===== src/rtl/pixel_colour_pkg.sv =====
// Shared constants and reset palette for the pixel colour stage.
// Colours are packed {R,G,B}, R in the most significant field.
package pixel_colour_pkg;

    localparam int FLASH_W         = 8;
    localparam int NUM_CHANNELS    = 3;
    localparam int MAX_COLOUR_BITS = 4;
    localparam int MAX_COLOUR_W    = NUM_CHANNELS * MAX_COLOUR_BITS;

    function automatic int colour_w(input int cb);
        return NUM_CHANNELS * cb;
    endfunction

    function automatic logic [MAX_COLOUR_W-1:0] chan_ones(input int cb);
        return MAX_COLOUR_W'((1 << cb) - 1);
    endfunction

    function automatic logic [MAX_COLOUR_W-1:0] reset_fg(input int cb);
        return MAX_COLOUR_W'((1 << (NUM_CHANNELS * cb)) - 1);
    endfunction

    // Entry 0 red, 1 green, 2 blue, 3 magenta, the rest black.
    function automatic logic [MAX_COLOUR_W-1:0] reset_bg(
        input int idx,
        input int cb
    );
        logic [MAX_COLOUR_W-1:0] w_ones;
        w_ones = chan_ones(cb);
        case (idx)
            0:       return w_ones << (2 * cb);
            1:       return w_ones << cb;
            2:       return w_ones;
            3:       return (w_ones << (2 * cb)) | w_ones;
            default: return '0;
        endcase
    endfunction

endpackage


===== src/rtl/sync_delay_line.sv =====
// Fixed-depth register delay line with synchronous clear.
// Used to keep colour and sync aligned through the output pipe.
module sync_delay_line #(
    parameter int WIDTH = 1,
    parameter int DEPTH = 1
) (
    input  logic             clk,
    input  logic             reset,
    input  logic [WIDTH-1:0] i_data,
    output logic [WIDTH-1:0] o_data
);

    logic [WIDTH-1:0] r_stage [DEPTH];

    // Shift the data one stage per clock; reset clears every stage.
    always_ff @(posedge clk) begin
        if (reset) begin
            for (int i = 0; i < DEPTH; i++) begin
                r_stage[i] <= '0;
            end
        end else begin
            r_stage[0] <= i_data;
            for (int i = 1; i < DEPTH; i++) begin
                r_stage[i] <= r_stage[i-1];
            end
        end
    end

    assign o_data = r_stage[DEPTH-1];

endmodule


===== src/rtl/pixel_colour_stage.sv =====
// Palette lookup, flash inversion and aligned output pipeline.
// Palette changes take effect only at frame boundaries.
module pixel_colour_stage
    import pixel_colour_pkg::*;
#(
    parameter int COLOUR_BITS  = 2,
    parameter int NUM_PALETTES = 4,
    parameter int PIPE_STAGES  = 1,
    parameter int FLASH_FRAMES = 8
) (
    input  logic                            clk,
    input  logic                            reset,
    input  logic                            pixel_value,
    input  logic                            video_active,
    input  logic                            hsync_in,
    input  logic                            vsync_in,
    input  logic                            frame_end,
    input  logic [$clog2(NUM_PALETTES)-1:0] palette_sel,
    input  logic                            pal_wr_en,
    input  logic [$clog2(NUM_PALETTES)-1:0] pal_wr_idx,
    input  logic [3*COLOUR_BITS-1:0]        pal_wr_fg,
    input  logic [3*COLOUR_BITS-1:0]        pal_wr_bg,
    input  logic                            flash_trigger,
    output logic [COLOUR_BITS-1:0]          R,
    output logic [COLOUR_BITS-1:0]          G,
    output logic [COLOUR_BITS-1:0]          B,
    output logic                            hsync_out,
    output logic                            vsync_out,
    output logic                            flash_active
);

    localparam int CW    = colour_w(COLOUR_BITS);
    localparam int SEL_W = $clog2(NUM_PALETTES);
    localparam int PW    = CW + 2;

    logic [CW-1:0]      r_shadow_fg [NUM_PALETTES];
    logic [CW-1:0]      r_shadow_bg [NUM_PALETTES];
    logic [CW-1:0]      r_active_fg [NUM_PALETTES];
    logic [CW-1:0]      r_active_bg [NUM_PALETTES];
    logic [SEL_W-1:0]   r_sel;
    logic [FLASH_W-1:0] r_flash_cnt;

    logic               w_flash_active;
    logic               w_use_fg;
    logic [CW-1:0]      w_fg;
    logic [CW-1:0]      w_bg;
    logic [CW-1:0]      w_colour;
    logic [PW-1:0]      w_pipe_in;
    logic [PW-1:0]      w_pipe_out;

    // Shadow bank takes writes at once; active bank refreshes at frame end.
    always_ff @(posedge clk) begin
        if (reset) begin
            for (int i = 0; i < NUM_PALETTES; i++) begin
                r_shadow_fg[i] <= CW'(reset_fg(COLOUR_BITS));
                r_shadow_bg[i] <= CW'(reset_bg(i, COLOUR_BITS));
                r_active_fg[i] <= CW'(reset_fg(COLOUR_BITS));
                r_active_bg[i] <= CW'(reset_bg(i, COLOUR_BITS));
            end
        end else begin
            if (pal_wr_en) begin
                r_shadow_fg[pal_wr_idx] <= pal_wr_fg;
                r_shadow_bg[pal_wr_idx] <= pal_wr_bg;
            end
            if (frame_end) begin
                for (int i = 0; i < NUM_PALETTES; i++) begin
                    if (pal_wr_en && pal_wr_idx == SEL_W'(i)) begin
                        r_active_fg[i] <= pal_wr_fg;
                        r_active_bg[i] <= pal_wr_bg;
                    end else begin
                        r_active_fg[i] <= r_shadow_fg[i];
                        r_active_bg[i] <= r_shadow_bg[i];
                    end
                end
            end
        end
    end

    // Latch the requested palette only at the frame boundary.
    always_ff @(posedge clk) begin
        if (reset) begin
            r_sel <= '0;
        end else if (frame_end) begin
            r_sel <= palette_sel;
        end
    end

    // Flash frame counter: trigger reloads, frame end counts down to zero.
    always_ff @(posedge clk) begin
        if (reset) begin
            r_flash_cnt <= '0;
        end else if (flash_trigger) begin
            r_flash_cnt <= FLASH_W'(FLASH_FRAMES);
        end else if (frame_end && r_flash_cnt != '0) begin
            r_flash_cnt <= r_flash_cnt - FLASH_W'(1);
        end
    end

    assign w_flash_active = (r_flash_cnt != '0);
    assign w_fg           = r_active_fg[r_sel];
    assign w_bg           = r_active_bg[r_sel];
    assign w_use_fg       = pixel_value ^ w_flash_active;
    assign w_colour       = video_active ? (w_use_fg ? w_fg : w_bg)
                                         : '0;
    assign w_pipe_in      = {hsync_in, vsync_in, w_colour};

    sync_delay_line #(
        .WIDTH (PW),
        .DEPTH (PIPE_STAGES)
    ) u_delay (
        .clk    (clk),
        .reset  (reset),
        .i_data (w_pipe_in),
        .o_data (w_pipe_out)
    );

    assign hsync_out    = w_pipe_out[CW+1];
    assign vsync_out    = w_pipe_out[CW];
    assign R            = w_pipe_out[CW-1 -: COLOUR_BITS];
    assign G            = w_pipe_out[2*COLOUR_BITS-1 -: COLOUR_BITS];
    assign B            = w_pipe_out[COLOUR_BITS-1:0];
    assign flash_active = w_flash_active;

endmodule


===== config.mk =====
export PLATFORM = sky130hd
export DESIGN_NAME = pixel_colour_stage
export DESIGN_NICKNAME = d
export VERILOG_FILES = /design/src/rtl/pixel_colour_pkg.sv /design/src/rtl/sync_delay_line.sv /design/src/rtl/pixel_colour_stage.sv
export SDC_FILE = /design/constraint.sdc
export NUM_CORES = 1
export LEC_CHECK = 0
export CORE_MARGIN = 1.5
export CORE_UTILIZATION = 59
export CTS_CLUSTER_DIAMETER = 30
export DETAILED_ROUTE_END_ITERATION = 8
export PLACE_DENSITY_LB_ADDON = 0.25
export SYNTH_ARGS = -nofsm -noshare
export SYNTH_HDL_FRONTEND = slang
export SYNTH_HIERARCHICAL = 1
export SYNTH_SLANG_ARGS = --single-unit
export TNS_END_PERCENT = 50

===== constraint.sdc =====
create_clock -name clk -period 2.7 [get_ports clk]
set_input_delay 0.54 -clock clk [delete_from_list [all_inputs] [get_ports clk]]
set_output_delay 0.54 -clock clk [all_outputs]
set_load 0.02 [all_outputs]

# After elaboration in Yosys (flattened, before gate mapping)

Memory sizes are Yosys's and may differ from the RTL's. A register that Yosys moved wholly into a read port is not among the register bits.
Cells that the tools add are included.

Register bits: 10
Memory bits (writable): 104
Input port bits: 25
Output and inout port bits: 9
Word-level logic and storage cells: 115
Memories kept: 5

Memories:

| memory          | depth | width | read ports | clocked after Yosys merged registers in | wr ports | RTL line                 | RTL |
|---|---|---|---|---|---|---|---|
| r_active_bg     | 4     | 6     | 1          | 1                                       | 4        | pixel_colour_stage.sv:39 | `logic [CW-1:0] r_active_bg [NUM_PALETTES];` |
| r_active_fg     | 4     | 6     | 1          | 1                                       | 4        | pixel_colour_stage.sv:38 | `logic [CW-1:0] r_active_fg [NUM_PALETTES];` |
| r_shadow_bg     | 4     | 6     | 4          | 0                                       | 4        | pixel_colour_stage.sv:37 | `logic [CW-1:0] r_shadow_bg [NUM_PALETTES];` |
| r_shadow_fg     | 4     | 6     | 4          | 0                                       | 4        | pixel_colour_stage.sv:36 | `logic [CW-1:0] r_shadow_fg [NUM_PALETTES];` |
| u_delay.r_stage | 1     | 8     | 1          | 0                                       | 1        | sync_delay_line.sv:13    | `logic [WIDTH-1:0] r_stage [DEPTH];` |

Add/sub/neg operators: 1
Eq/ne operators: 3
Muxes and demuxes: 74
Bitwise operators: 17
Reduce and logical (&&, ||, !) cells: 12

Operators with widths:

| cell                                                                | number |
|---|---|
| 6-bit two-way mux                                                   | 24 |
| 1-bit two-way mux                                                   | 41 |
| 1-bit bitwise OR                                                    | 16 |
| 2-bit two-way mux                                                   | 6 |
| 6-bit OR reduction                                                  | 2 |
| 4-bit two-way mux                                                   | 2 |
| 8-bit two-way mux                                                   | 1 |
| 8-bit nonzero test                                                  | 1 |
| 8-bit OR reduction                                                  | 1 |
| 8-bit by 1-bit subtractor with 8-bit output (second input constant) | 1 |
| 1-bit logical AND                                                   | 5 |
| 2-bit == test (second input constant)                               | 2 |
| 2-bit by 1-bit == test with 1-bit output (second input constant)    | 1 |
| 2-bit zero test                                                     | 1 |
| 2-bit nonzero test                                                  | 1 |
| 2-bit OR reduction                                                  | 1 |
| 1-bit bitwise XOR                                                   | 1 |

# Logic depth before layout (Yosys ltp)

Word-level depth: 8
Depth in mapped cells: 7
Gate-level depth less buffers: 7

# Modules after synthesis

The synthesis kept the hierarchy.

Modules (own cells, without submodules):

| module             | times used | cells an instance | area an instance (µm²) | seq. area each (µm²) |
|---|---|---|---|---|
| pixel_colour_stage | 1          | 417               | 4911.0                 | 3123.0 |
| sync_delay_line    | 1          | 16                | 210.2                  | 160.2 |

# Worst setup path after synthesis

OpenSTA, ideal clock, no wires.

Kind: register to register
From: register r_flash_cnt[0]
To: memory u_delay/r_stage[0][0] in the netlist's numbering
Library setup time: 0.065 ns
Arrival: 2.161 ns
Data required time: 2.635 ns
Slack: 0.474 ns
Cell stages (with the launch flop): 8
Buffers on the path: 0
Period minus slack after synthesis: 2.226 ns
Cells stage by stage: dfxtp_1 > inv_1 > ha_1 > nor3b_1 > nand2_1 > xor2_1 > mux2i_1 > nor2b_1

Word-level cells in the longest chain between the ends: 5

Ends and longest elaborated chain:

| element                            | RTL line                  | RTL |
|---|---|---|
| start, declared                    | pixel_colour_stage.sv:41  | `logic [FLASH_W-1:0] r_flash_cnt;` |
| start signal, assigned             | pixel_colour_stage.sv:93  | `r_flash_cnt <= FLASH_W'(FLASH_FRAMES);` |
| start signal, assigned             | pixel_colour_stage.sv:95  | `r_flash_cnt <= r_flash_cnt - FLASH_W'(1);` |
| 8-bit nonzero test                 | pixel_colour_stage.sv:99  | `assign w_flash_active = (r_flash_cnt != '0);` |
| net flash_active                   | pixel_colour_stage.sv:29  | `output logic flash_active` |
| 1-bit bitwise XOR                  | pixel_colour_stage.sv:102 | `assign w_use_fg = pixel_value ^ w_flash_active;` |
| 6-bit two-way mux (2 in series)    | pixel_colour_stage.sv:103 | `assign w_colour = video_active ? (w_use_fg ? w_fg : w_bg)` |
| net w_colour[0]                    | pixel_colour_stage.sv:47  | `logic [CW-1:0] w_colour;` |
| 8-bit two-way mux (no source line) | n/a                       |  |
| end, declared                      | sync_delay_line.sv:13     |  |

The timed path passes the listed nets, and every way through them passes these cells.

# Final worst setup path

From: register r_flash_cnt[0]
To: output flash_active

Word-level cells in the longest chain between the ends: 1

Ends and longest elaborated chain:

| element            | RTL line |
|---|---|
| 8-bit nonzero test | pixel_colour_stage.sv:99 |
| end, declared      | pixel_colour_stage.sv:29 |

No other way between the ends.

==> results.tsv <==
metric	value	unit
crit_required	2.16	ns
cp_num_buf_inv	2	
grt_pass1_vias	3178	
cts.clk_slew.worst_paths	0.05	ns
synth_cell_types	34	
synth_top_area_share	56.3	%
hold_viol	0	
crit_family	buffers and inverters	
path_max_fanout	3	
maxCapViolations	0	
crit_type	reg -> out	
hpwl	6.91	mm
power_density	786	nW/um^2
routed_via_density	5.66	
reg2reg_slack	0.81	ns
placed_area	5630	um^2
fin_setup_tns	0	ns
cp.arrival	2.02	ns
nets	505	
hold_start	r_sel[1]$_SDFFE_PP0P_	
htree_levels	4	
hold_depth	2	
antenna_cells	0	
grt.total_usage	25.1	%
rows	33	
slowest_delay	0.60	ns
crit_path_start_kind	register	
grt_max_degree	35	
r2r_end	r_flash_cnt[4]$_SDFFE_PP0P_	
area_growth	22.7	%
stdcell_area	6280	um^2
syn-num-nets	460	
pin_count	34	
period_minus_slack	2.56	ns
syn_area	5120	um^2
antenna_found_initial	0	
leakagePower	2.26	nW
yosysTopAreaCell	edfxtp_1	
slew_violations	0	
ir_drop	0.485	mV
ys_async_sr_fraction	0	%
die_h	96.2	um
core_area	8300	um^2
dr.pass1.iters	5	
setup_violations	0	
cts_root_buffer	clkbuf_8	
timing.final.crit_share	94.9	%
cts_tree	done	
pwr-share-clk	47.7	%
finClkSkew	0.00807	ns
drtIter0Drc	290	
path_cells	inv_1, ha_1, nor3b_4, nand2_1, clkdlybuf4s50_1	
clockBufferDepth	2	
worstMarginPinSlew	0.592	ns
dp.cells	563	
wl_per_cell	17.8	um
cpMaxStageDelayCell	clkdlybuf4s50_1	
avgSynthCellArea	11.8	um^2
fin_cells	596	
status	complete, no violations	
cp-startpoint	r_flash_cnt[0]$_SDFFE_PP0P_	
synth_edf_count	96	
yosys_register_bits	116	
internal_power	3.80	mW
start_util	61.7	%
seqPwrFrac	42.9	%
clock.fmax	390	MHz
synthCells	433	
drtAntennaViolNets	0	
end_kind	output port	
synth_area_leaders	edfxtp_1, nand2_1, dfxtp_1	
port-buffer-count	33	
clk_latency	0.51	ns
grt_pass1_wl	16.3	mm
hold_class	reg -> reg	
synthFlopType	edfxtp_1	
switching_power	1.13	mW
cts.sinks	116	
max_slew_margin	59.5	%
numCtsBuffers	17	
die_w	96.2	um
pre_cts_slack	0.248	ns
r2r.worst_path.cells	7	
layout_setup_ws	0.139	ns
drc	0	
yosysWarningCount	6	
layout-drive-gt1-share	14.3	%
worstReg2RegStart	r_flash_cnt[0]$_SDFFE_PP0P_	
p_sw_share	23.0	%
vias	3376	
combPwrFrac	9.3	%
seq_area_frac_synth	64.1	%
die-area	9250	um^2
finish.utilization	75.7	%
drt_wl_total	10.6	mm
rsz0062_at_grt	no	
finalWeightedCongestion	0.855	
whs_endpoint	r_sel[1]$_SDFFE_PP0P_	
overflow	0	
[cells in the mapped netlist (all sizes together), types with 3 or more instances]
master,count
xnor2,3
and2,14
mux2i,9
mux4,12
buf,3
dfxtp,20
clkbuf,23
a21oi,18
nor2,9
nand3,35
nand2b,41
nand2,110
nor2b,10
nor3,3
nor3b,5
edfxtp,96
[stage by stage]
stage | power, mW | hold slack (ns)
3_5_place_dp | 2.60 | 0.490
2_1_floorplan | 2.41 | 0.458
4_1_cts | 4.95 | 0.508
5_1_grt | 5.08 | 0.525
3_3_place_gp | 2.58 | 0.473
6_report | 4.94 | 0.504
[cells by family (layout without fill, tap and decap cells)]
kind of cell,count (synthesis),count (layout),synth area share (%)
buffers and inverters,28,86,2.22
XOR/XNOR,4,4,0.684
AND/OR/NAND/NOR,238,238,22.8
flip-flops,116,116,64.1
multiplexers,21,21,7.04
adder cells (fa/ha/maj),2,2,0.489
AO/OA/AOI/OAI,24,24,2.64
[power by group through the flow]
stage,clock (mW),combinational (mW),sequential [mW]
after detailed placement,0,0.445,2.15
after global placement,0,0.435,2.15
after floorplan,0,0.262,2.15
final,2.36,0.461,2.12
after CTS,2.38,0.455,2.12
after global routing,2.45,0.502,2.13
[state kept, by name, indices dropped and copies added, names as in the netlist, named ones only]
register	count
r_active_bg	24
r_active_fg	24
r_flash_cnt	8
r_sel	2
r_shadow_bg	24
r_shadow_fg	24
u_delay/r_stage	8
[placed cells by master (no fill, tap or decap), drive strengths merged, types with 14 or more instances in the layout]
master	netlist	routed
clkdlybuf4s50	0	33
a21oi	18	18
clkbuf	23	17
edfxtp	96	96
and2	14	14
nand3	35	35
nand2b	41	41
buf	3	19
nand2	110	110
dfxtp	20	20
[what timing repair did]
item                                    CTS  global route
hold buffers                              0             0
gates resized for setup                   2             1
setup buffers                             0             1
endpoints found under the setup margin    1             1
[layer usage]
layer	global-route usage [%]	wire length, um
met5	0	0
met4	11.0	160
met1	31.3	4420
met3	6.24	835
met2	41.4	5210
[worst max path at each step]
stage	endpoint	slack, ns	depth (start not counted)
after detailed placement	flash_active	0.25	5
after CTS	flash_active	0.03	3
after global placement	flash_active	0.37	5
final	flash_active	0.14	5
after global routing	flash_active	0.05	3
after floorplan	u_delay/r_stage[0][0]$_SDFF_PP0_	0.47	7
[tightest hold or removal path, cell delays in order, from the launching register on]
cell and delay (ns):
dfxtp_1 0.30, mux2i_1 0.05, nor2_1 0.10
[cell type report]
class / instances / area [um^2]
inverters: 2 / 7.51
well taps: 105 / 131
clock buffers: 17 / 414
clock inverters: 15 / 216
multi-input cells: 289 / 1740
flip-flops and latches: 116 / 3280
fillers: 530 / 2020
repair buffers: 52 / 485
(Power assumes the default switching activity.)
